===== src/rtl/controle_contador_param_pkg.sv =====
// controle_contador_pkg: state encodings and sizing helper shared by the counter-control block.
package controle_contador_pkg;
   typedef enum logic [1:0] {
      ST_IDLE  = 2'b00,
      ST_LOAD  = 2'b01,
      ST_COUNT = 2'b10,
      ST_CLEAR = 2'b11
   } state_t;
   // A zero limit disables the timeout but the counter still needs one bit to exist.
   function automatic int tcnt_width(input int limit);
      return (limit < 1) ? 1 : $clog2(limit + 1);
   endfunction
endpackage


===== src/rtl/controle_contador_param_updown.sv =====
// contador_updown_param: load/inc/dec/hold register exposing its next value for terminal compare.
module contador_updown_param #(
   parameter int WIDTH = 8
) (
   input  logic             clk,
   input  logic             rst,
   input  logic             load_i,
   input  logic             inc_i,
   input  logic             dec_i,
   input  logic [WIDTH-1:0] load_value_i,
   output logic [WIDTH-1:0] count_o,
   output logic [WIDTH-1:0] next_o
);
   logic [WIDTH-1:0] count_q;
   always_comb next_o = load_i ? load_value_i :
                        inc_i  ? count_q + WIDTH'(1) :
                        dec_i  ? count_q - WIDTH'(1) : count_q;
   always_ff @(posedge clk or posedge rst)
      if (rst) count_q <= '0;
      else     count_q <= next_o;
   assign count_o = count_q;
endmodule


===== src/rtl/controle_contador_param.sv =====
// controle_contador_param: up/down counter control FSM with empty-buffer pause timeout and done/error flags.
// Build with CTRL_CONTADOR_AUTO_RELOAD_EN to make a terminal-count CLEAR reload and keep counting.
module controle_contador_param
   import controle_contador_pkg::*;
#(
   parameter int WIDTH       = 8,
   parameter int PAUSE_LIMIT = 16
) (
   input  logic             clk,
   input  logic             rst,
   input  logic             enable,
   input  logic             load_reg,
   input  logic             empty_buffer,
   input  logic [WIDTH-1:0] load_value,
   input  logic             dir,
   output logic [WIDTH-1:0] count,
   output logic             load_c,
   output logic             enable_c,
   output logic             clear_reg,
   output logic             done,
   output logic             timeout_err,
   output logic [1:0]       state
);
   localparam int TW = tcnt_width(PAUSE_LIMIT);
   localparam logic [TW-1:0] LIMIT = TW'(PAUSE_LIMIT);
   state_t           state_q, state_d;
   logic             dir_q, dir_d, err_q, err_d, done_q, done_d;
   logic [WIDTH-1:0] target_q, target_d;
   logic [TW-1:0]    tcnt_q, tcnt_d;
   logic             cnt_load, cnt_inc, cnt_dec;
   logic [WIDTH-1:0] cnt_val, cnt_next;
`ifdef CTRL_CONTADOR_AUTO_RELOAD_EN
   logic [WIDTH-1:0] start_q;
   always_ff @(posedge clk or posedge rst)
      if (rst)                                start_q <= '0;
      else if (enable && state_q == ST_LOAD)  start_q <= dir ? '0 : load_value;
`endif
   always_comb begin
      cnt_load = 1'b0;
      cnt_inc  = 1'b0;
      cnt_dec  = 1'b0;
      cnt_val  = dir ? '0 : load_value;
      if (enable) begin
         cnt_load = state_q == ST_LOAD;
         cnt_inc  = state_q == ST_COUNT && !load_reg && !empty_buffer && dir_q;
         cnt_dec  = state_q == ST_COUNT && !load_reg && !empty_buffer && !dir_q;
`ifdef CTRL_CONTADOR_AUTO_RELOAD_EN
         if (state_q == ST_CLEAR && !load_reg && done_q) begin
            cnt_load = 1'b1;
            cnt_val  = start_q;
         end
`endif
      end
   end
   contador_updown_param #(.WIDTH(WIDTH)) u_cnt (
      .clk          (clk),
      .rst          (rst),
      .load_i       (cnt_load),
      .inc_i        (cnt_inc),
      .dec_i        (cnt_dec),
      .load_value_i (cnt_val),
      .count_o      (count),
      .next_o       (cnt_next)
   );
   always_comb begin
      state_d  = state_q;
      dir_d    = dir_q;
      target_d = target_q;
      tcnt_d   = tcnt_q;
      err_d    = err_q;
      done_d   = done_q;
      if (enable)
         case (state_q)
            ST_IDLE: state_d = load_reg ? ST_LOAD : ST_IDLE;
            ST_LOAD: begin
               dir_d    = dir;
               target_d = dir ? load_value : '0;
               tcnt_d   = '0;
               err_d    = 1'b0;
               done_d   = load_value == '0;
               state_d  = (load_value == '0) ? ST_CLEAR : ST_COUNT;
            end
            ST_COUNT:
               if (load_reg) state_d = ST_LOAD;
               else if (empty_buffer) begin
                  tcnt_d = tcnt_q + TW'(1);
                  if (PAUSE_LIMIT != 0 && tcnt_d == LIMIT) begin
                     err_d   = 1'b1;
                     state_d = ST_CLEAR;
                  end
               end else begin
                  tcnt_d = '0;
                  // Compare the value being written so CLEAR lands right after target is reached.
                  if (cnt_next == target_q) begin
                     done_d  = 1'b1;
                     state_d = ST_CLEAR;
                  end
               end
            default: begin
               done_d = 1'b0;
`ifdef CTRL_CONTADOR_AUTO_RELOAD_EN
               state_d = load_reg ? ST_LOAD : done_q ? ST_COUNT : ST_IDLE;
`else
               state_d = load_reg ? ST_LOAD : ST_IDLE;
`endif
            end
         endcase
   end
   always_ff @(posedge clk or posedge rst)
      if (rst) begin
         state_q  <= ST_IDLE;
         dir_q    <= 1'b0;
         target_q <= '0;
         tcnt_q   <= '0;
         err_q    <= 1'b0;
         done_q   <= 1'b0;
      end else begin
         state_q  <= state_d;
         dir_q    <= dir_d;
         target_q <= target_d;
         tcnt_q   <= tcnt_d;
         err_q    <= err_d;
         done_q   <= done_d;
      end
   assign state       = state_q;
   assign load_c      = enable && state_q == ST_LOAD;
   assign clear_reg   = enable && state_q == ST_CLEAR;
   assign enable_c    = enable && state_q == ST_COUNT && !empty_buffer;
   assign done        = enable && state_q == ST_CLEAR && done_q;
   assign timeout_err = err_q;
endmodule

===== config.mk =====
export PLATFORM = sky130hd
export DESIGN_NAME = controle_contador_param
export DESIGN_NICKNAME = d
export VERILOG_FILES = /design/src/rtl/controle_contador_param_pkg.sv /design/src/rtl/controle_contador_param_updown.sv /design/src/rtl/controle_contador_param.sv
export SDC_FILE = /design/constraint.sdc
export NUM_CORES = 1
export LEC_CHECK = 0
export CORE_MARGIN = 2
export CORE_UTILIZATION = 52
export DETAILED_ROUTE_END_ITERATION = 6
export PLACE_DENSITY = 0.79
export SYNTH_ARGS = -nofsm -noshare
export SYNTH_HDL_FRONTEND = slang
export SYNTH_HIERARCHICAL = 1
export SYNTH_SLANG_ARGS = --single-unit

===== constraint.sdc =====
create_clock -name clk -period 5 [get_ports clk]
set_clock_uncertainty 0.2 [all_clocks]
set_input_delay 1 -clock clk [delete_from_list [all_inputs] [get_ports clk]]
set_output_delay 1 -clock clk [all_outputs]
set_load 0.01 [all_outputs]

* Word-level counts from Yosys, hierarchy flattened
Cells that the tools add are included. W data, S select, Z words.
Word-level totals: register bits after elaboration 26, bits in latches 0, bits in writable memories 0, ROM bits 0, bits of input ports 14, output and inout bits 15, memories kept 0
Cells by class: $add $sub $neg 3, multipliers 0, divide/modulo/power cells 0, $lt $le $gt $ge 0, eq/ne operators 12, shifts and indexed selects 0, multiplexer cells 26, bitwise operators 1, reduce and logical (&&, ||, !) cells 20
Operator list (number):
- $mux W8 | 5
- $mux W1 | 11
- $mux W5 | 2
- $pmux W5 S2 | 1
- $reduce_and A5 Y1 | 2
- $logic_and A1 B1 Y1 | 9
- $add A8 B1 Y8 const B | 1
- $eq A8 B8 Y1 | 1
- $logic_not A8 Y1 | 1
- $mux W2 | 4
- $ne A4 B3 Y1 const B | 2
- $sub A8 B1 Y8 const B | 1
- $ne A2 B2 Y1 const B | 3
- $reduce_and A3 Y1 | 2
- $add A5 B1 Y5 const B | 1
- $eq A5 B5 Y1 const B | 1
- $eq A2 B2 Y1 const B | 2
- $ne A2 B1 Y1 const B | 2
- $pmux W2 S2 | 1
- $logic_not A1 Y1 | 3
- $pmux W1 S3 | 1
- $eq A2 B1 Y1 const B | 1
- $logic_not A2 Y1 | 1
- $pmux W1 S2 | 1
- 3 further kinds | 3

* Longest topological paths before layout
word-level depth 13, gate-level depth with buffers 14

* By module
Netlist, hierarchy kept.
By module, submodules not included:
- controle_contador_param | times used 1, cells an instance 127, area an instance 1138.6 sq um
- contador_updown_param | times used 1, cells an instance 60, area an instance 544.3 sq um

* Worst setup path before layout
OpenSTA, ideal clock, no wires.
path type input to register, from in load_reg, to reg state_q[0] (netlist: state[0]), library setup time 0.129 ns, arrival time 3.506 ns, setup slack 1.165 ns, cell stages on the path 11, buffers on the path 0, path through and2b_2 -> nor4bb_1 -> or4b_4 -> o22ai_2 -> nor3_1 -> a2111oi_2 -> xnor2_1 -> nand4_1 -> nor2_1 -> o221ai_2 -> mux2i_1
On the way: cells in the longest elaborated chain, start to end 11, elaborated cells between the ends (all ways) 17
RTL lines:
- from (decl) | RTL line controle_contador_param.sv:12 | input logic load_reg,
- $logic_not A1 Y1 | RTL line controle_contador_param.sv:46 | cnt_dec = state_q == ST_COUNT && !load_reg && !empty_buffer && !dir_q;
- $logic_and A1 B1 Y1 (3 in a row) | RTL line controle_contador_param.sv:46
- $mux W1 | RTL line controle_contador_param.sv:43 | if (enable) begin
- net cnt_dec | RTL line controle_contador_param.sv:30 | logic cnt_load, cnt_inc, cnt_dec;
- $mux W8 | RTL line controle_contador_param_updown.sv:17 | dec_i ? count_q - WIDTH'(1) : count_q;
- $mux W8 | RTL line controle_contador_param_updown.sv:16 | inc_i ? count_q + WIDTH'(1) :
- $mux W8 | RTL line controle_contador_param_updown.sv:15 | always_comb next_o = load_i ? load_value_i :
- net cnt_next[7] | RTL line controle_contador_param.sv:31 | logic [WIDTH-1:0] cnt_val, cnt_next;
- $eq A8 B8 Y1 | RTL line controle_contador_param.sv:94 | if (cnt_next == target_q) begin
- $ne A4 B3 Y1 (no line)
- $reduce_and A3 Y1 (no line)
- to (signal assigned) | RTL line controle_contador_param.sv:118 | state_q <= state_d;
- to (decl) | RTL line controle_contador_param.sv:26 | state_t state_q, state_d;
The timed path passes the listed nets, and every way through them passes these cells. A chain may end at the register's enable or synchronous reset.

* Worst setup path after layout
from in load_reg, to reg state_q[1] (netlist: state[1])
The elaborated chain is that of the path after synthesis.

==> metrics.md <==
| Metric | Value |
|---|---|
| Status | finished clean |
| First DRT Iteration DRCs | 98 |
| Critical path class | input port to register |
| Placed standard-cell area | 0.00200 mm² |
| Pre-CTS WS | 477 ps |
| Reg power frac | 0.413 |
| R2R cell count | 14 |
| Metal3 WL | 227 µm |
| Grt ovf | 0 |
| Ys flop type | dfrtp_1 |
| Antenna diode count | 0 |
| Warnings, synthesis | 6 |
| Ys async rst share | 1.00 |
| Average size of a mapped cell | 9.00 µm² |
| Total power per unit cell area | between 400 and 500 mW/mm² |
| CP Cell Sequence | clkdlybuf4s50_1, and2b_2, nor4bb_1, buf_4, or4b_4, o22ai_2, nor3_1, a2111oi_2, xnor2_1, nand4_1, nor2_1, o221ai_2, mux2i_1 |
| Fraction of layout cells with a size suffix above 1 | 0.0654 |
| CTS tree | yes |
| Nets@finish | between 200 and 250 |
| Rel. slew slack | 0.528 |
| Setup bufs post-CTS | 0 |
| Sequential area share after synthesis | 0.387 |
| Core ar. | 0.00308 mm² |
| CP Launch Type | input port |
| Worst path max stage delay | approximately 460 ps |
| Top cell type's share of synthesized area | 0.387 |
| Switching power | 0.355 mW |
| Routed wire length | 3.79 mm |
| Worst setup path end | state[1] |
| CP max FO | 8 |
| IO Count | 29 |
| Post-cts resize count | 0 |
| Max-slew violation count | 0 |
| VDD IR-drop max | roughly 0.00023 V |
| Unrepaired setup endpoints after global routing | no |
| Initial antenna violation count | 0 |
| Vias in the first global route | 1,351 |
| Max clock buf depth | 2 |
| Worst r2r src | state[0] |
| Syn nets | between 200 and 250 |
| Gr usage total | 0.229 |
| Final period util | 0.836 |
| Least-Margin Pin Slew | 707 ps |
| Port buffer count | 28 |
| DRC | 0 |
| Starting Density | 0.547 |
| R2r endpoint | state[1] |
| Syn Inst Count | between 150 and 200 |
| CTS buffer count | 3 |
| Count of hold buffers inserted by post-cts repair | 0 |
| WP buf/inv | 2 |
| Critical path depth | 13 |
| Die area | between 0.003 and 0.004 mm² |
| R2R Setup Slk | 1060 ps |
| Placer Congestion | ~0.94 |
| CTS H-tree lvls | 1 |
| Combinational power share | 0.487 |
| Sw Share | 0.403 |
| Worst skew pair latency | approximately 320 ps |
| M1 wire length | about 1.7 mm |
| Top Metal Used | met4 |
| Met2 wire length | between 1.5 and 2 mm |
| Row count | 20 |
| Die height | slightly above 60 µm |
| CTS clk-pin slew, worst paths | 140 ps |
| CP max-delay cell | or4b_4 |
| Clk pwr share | 0.100 |
| Fin Setup TNS | 0 ps |
| Worst EP arrival | 4200 ps |
| Worst Path Required | 5020 ps |
| Commonest non-fill, non-tap cell in the layout | nand2_1 |
| Routed via count | 1,459 |
| Die width | 60.9 µm |
| Worst Setup SP | load_reg |
| Fmax | 0.239 GHz |
| Max-Cap Viols | 0 |
| Post-synth EDFFs | 0 |
| First-pass GRT wire length | around 6.2 mm |
| Ranking of synthesized cells by area | dfrtp_1 39%, nand2_1 8.0%, xnor2_1 7.3% |
| Netlist cell types | 42 |
| Final setup fails | 0 |
| Synth Register Bits | 26 |
| Root Buffer | clkbuf_4 |
| Commonest non-fill, non-tap cells in the layout | 36 x nand2_1, 28 x clkdlybuf4s50_1, 26 x dfrtp_1 |
| Synth Cell Area | 0.00168 mm² |
| Largest net degree at the start of global routing | 20 |
| Cell taking the most area after synthesis | dfrtp_1 |
| Area Growth Syn to Fin | 20.3% |
| Total internal power | approximately 0.53 mW |
| CTS sink count | 26 |
| CP top delay family | simple AND/OR/NAND/NOR gates |
| DR pass1 iterations | 5 |
| Avg WL per Cell | around 15 µm |
| Post-DRT Antenna Nets | 0 |
| LEAKAGE | ~0.83 nW |
| Critical Path End Type | register |
| Crit path time final | approximately 4200 ps |
| Final hold vios | 0 |
| Post-DR vias/cell | 5.66 |
| Fin worst setup slack | a little over 800 ps |
| Hold Slack | 317 ps |
| Final instance area | 0.00202 mm² |
| Worst min-delay path class | register to register |
| DP Wirelength | 2.96 mm |
## worst min-delay path by stage
stage	slack, ps	to	depth (start not counted)	from
2_1_floorplan	270	target_q[1]	2	target_q[1]
3_3_place_gp	280	timeout_err	1	timeout_err
3_5_place_dp	290	timeout_err	1	timeout_err
4_1_cts	320	timeout_err	1	timeout_err
5_1_grt	340	timeout_err	1	timeout_err
6_report	320	timeout_err	1	timeout_err
## logic make-up (layout without fill, tap and decap cells)
kind of cell | count (synthesis) | after routing | synth area share
AOI/OAI and AO/OA | 35 | 35 | 0.135
DFF | 26 | 26 | 0.387
xor gates and xnor gates | 16 | 16 | 0.0833
adders and majority gates | 7 | 7 | 0.0520
muxes | 8 | 8 | 0.0491
and+or+nand+nor | 80 | 80 | 0.256
buffers and inverters | 15 | 42 | 0.0387
## synthesized netlist by cell type, drive strengths merged (2+ instances only)
| library cell | n |
|---|---|
| nand2 | 36 |
| nor2 | 3 |
| o21ai | 23 |
| and4b | 2 |
| inv | 9 |
| nor3 | 2 |
| a2111oi | 2 |
| nand3 | 7 |
| nand2b | 2 |
| nor4 | 2 |
| xor2 | 2 |
| nor2b | 9 |
| nand4 | 3 |
| or3 | 2 |
| xnor2 | 14 |
| nand3b | 4 |
| o31ai | 2 |
| ha | 7 |
| a21oi | 2 |
| dfrtp | 26 |
| clkbuf | 4 |
| mux2i | 6 |
| mux2 | 2 |
| and3 | 2 |
| buf | 2 |
## metrics by stage
stage	util	instances	total power [mW]
after floorplan	-	187	0.629
after global placement	0.650	255	0.774
after detailed placement	0.650	255	0.795
after CTS	0.658	258	0.881
after global routing	0.658	258	0.947
final	0.658	258	0.882
## registers in the layout (all words and copies together) (netlist names)
register       count
state              2
u_cnt/count_o      8
timeout_err        1
dir_q              1
target_q           8
tcnt_q             5
done_q             1
## per-layer routing
layer,vias up,track usage
met5,-,0
met4,0,0.0776
met3,6,0.0448
met2,59,0.358
met1,691,0.320
li1,703,-
## cell type report
cell class | instances | area [µm²]
fill | 267 | 1050
multi-input combinational | 146 | 967
sequential | 26 | 651
timing repair buffer | 30 | 295
tap | 44 | 55.1
inverter | 9 | 33.8
clock buffer | 3 | 22.5
## power groups by stage
stage	registers [mW]	clock network [mW]	logic, mW
floorplan	0.363	0	0.266
global placement	0.363	0	0.411
detailed placement	0.367	0	0.428
CTS	0.362	0.0893	0.429
global route	0.374	0.0999	0.473
finish	0.364	0.0881	0.430
Note: power is estimated with default switching activity, not from simulation.
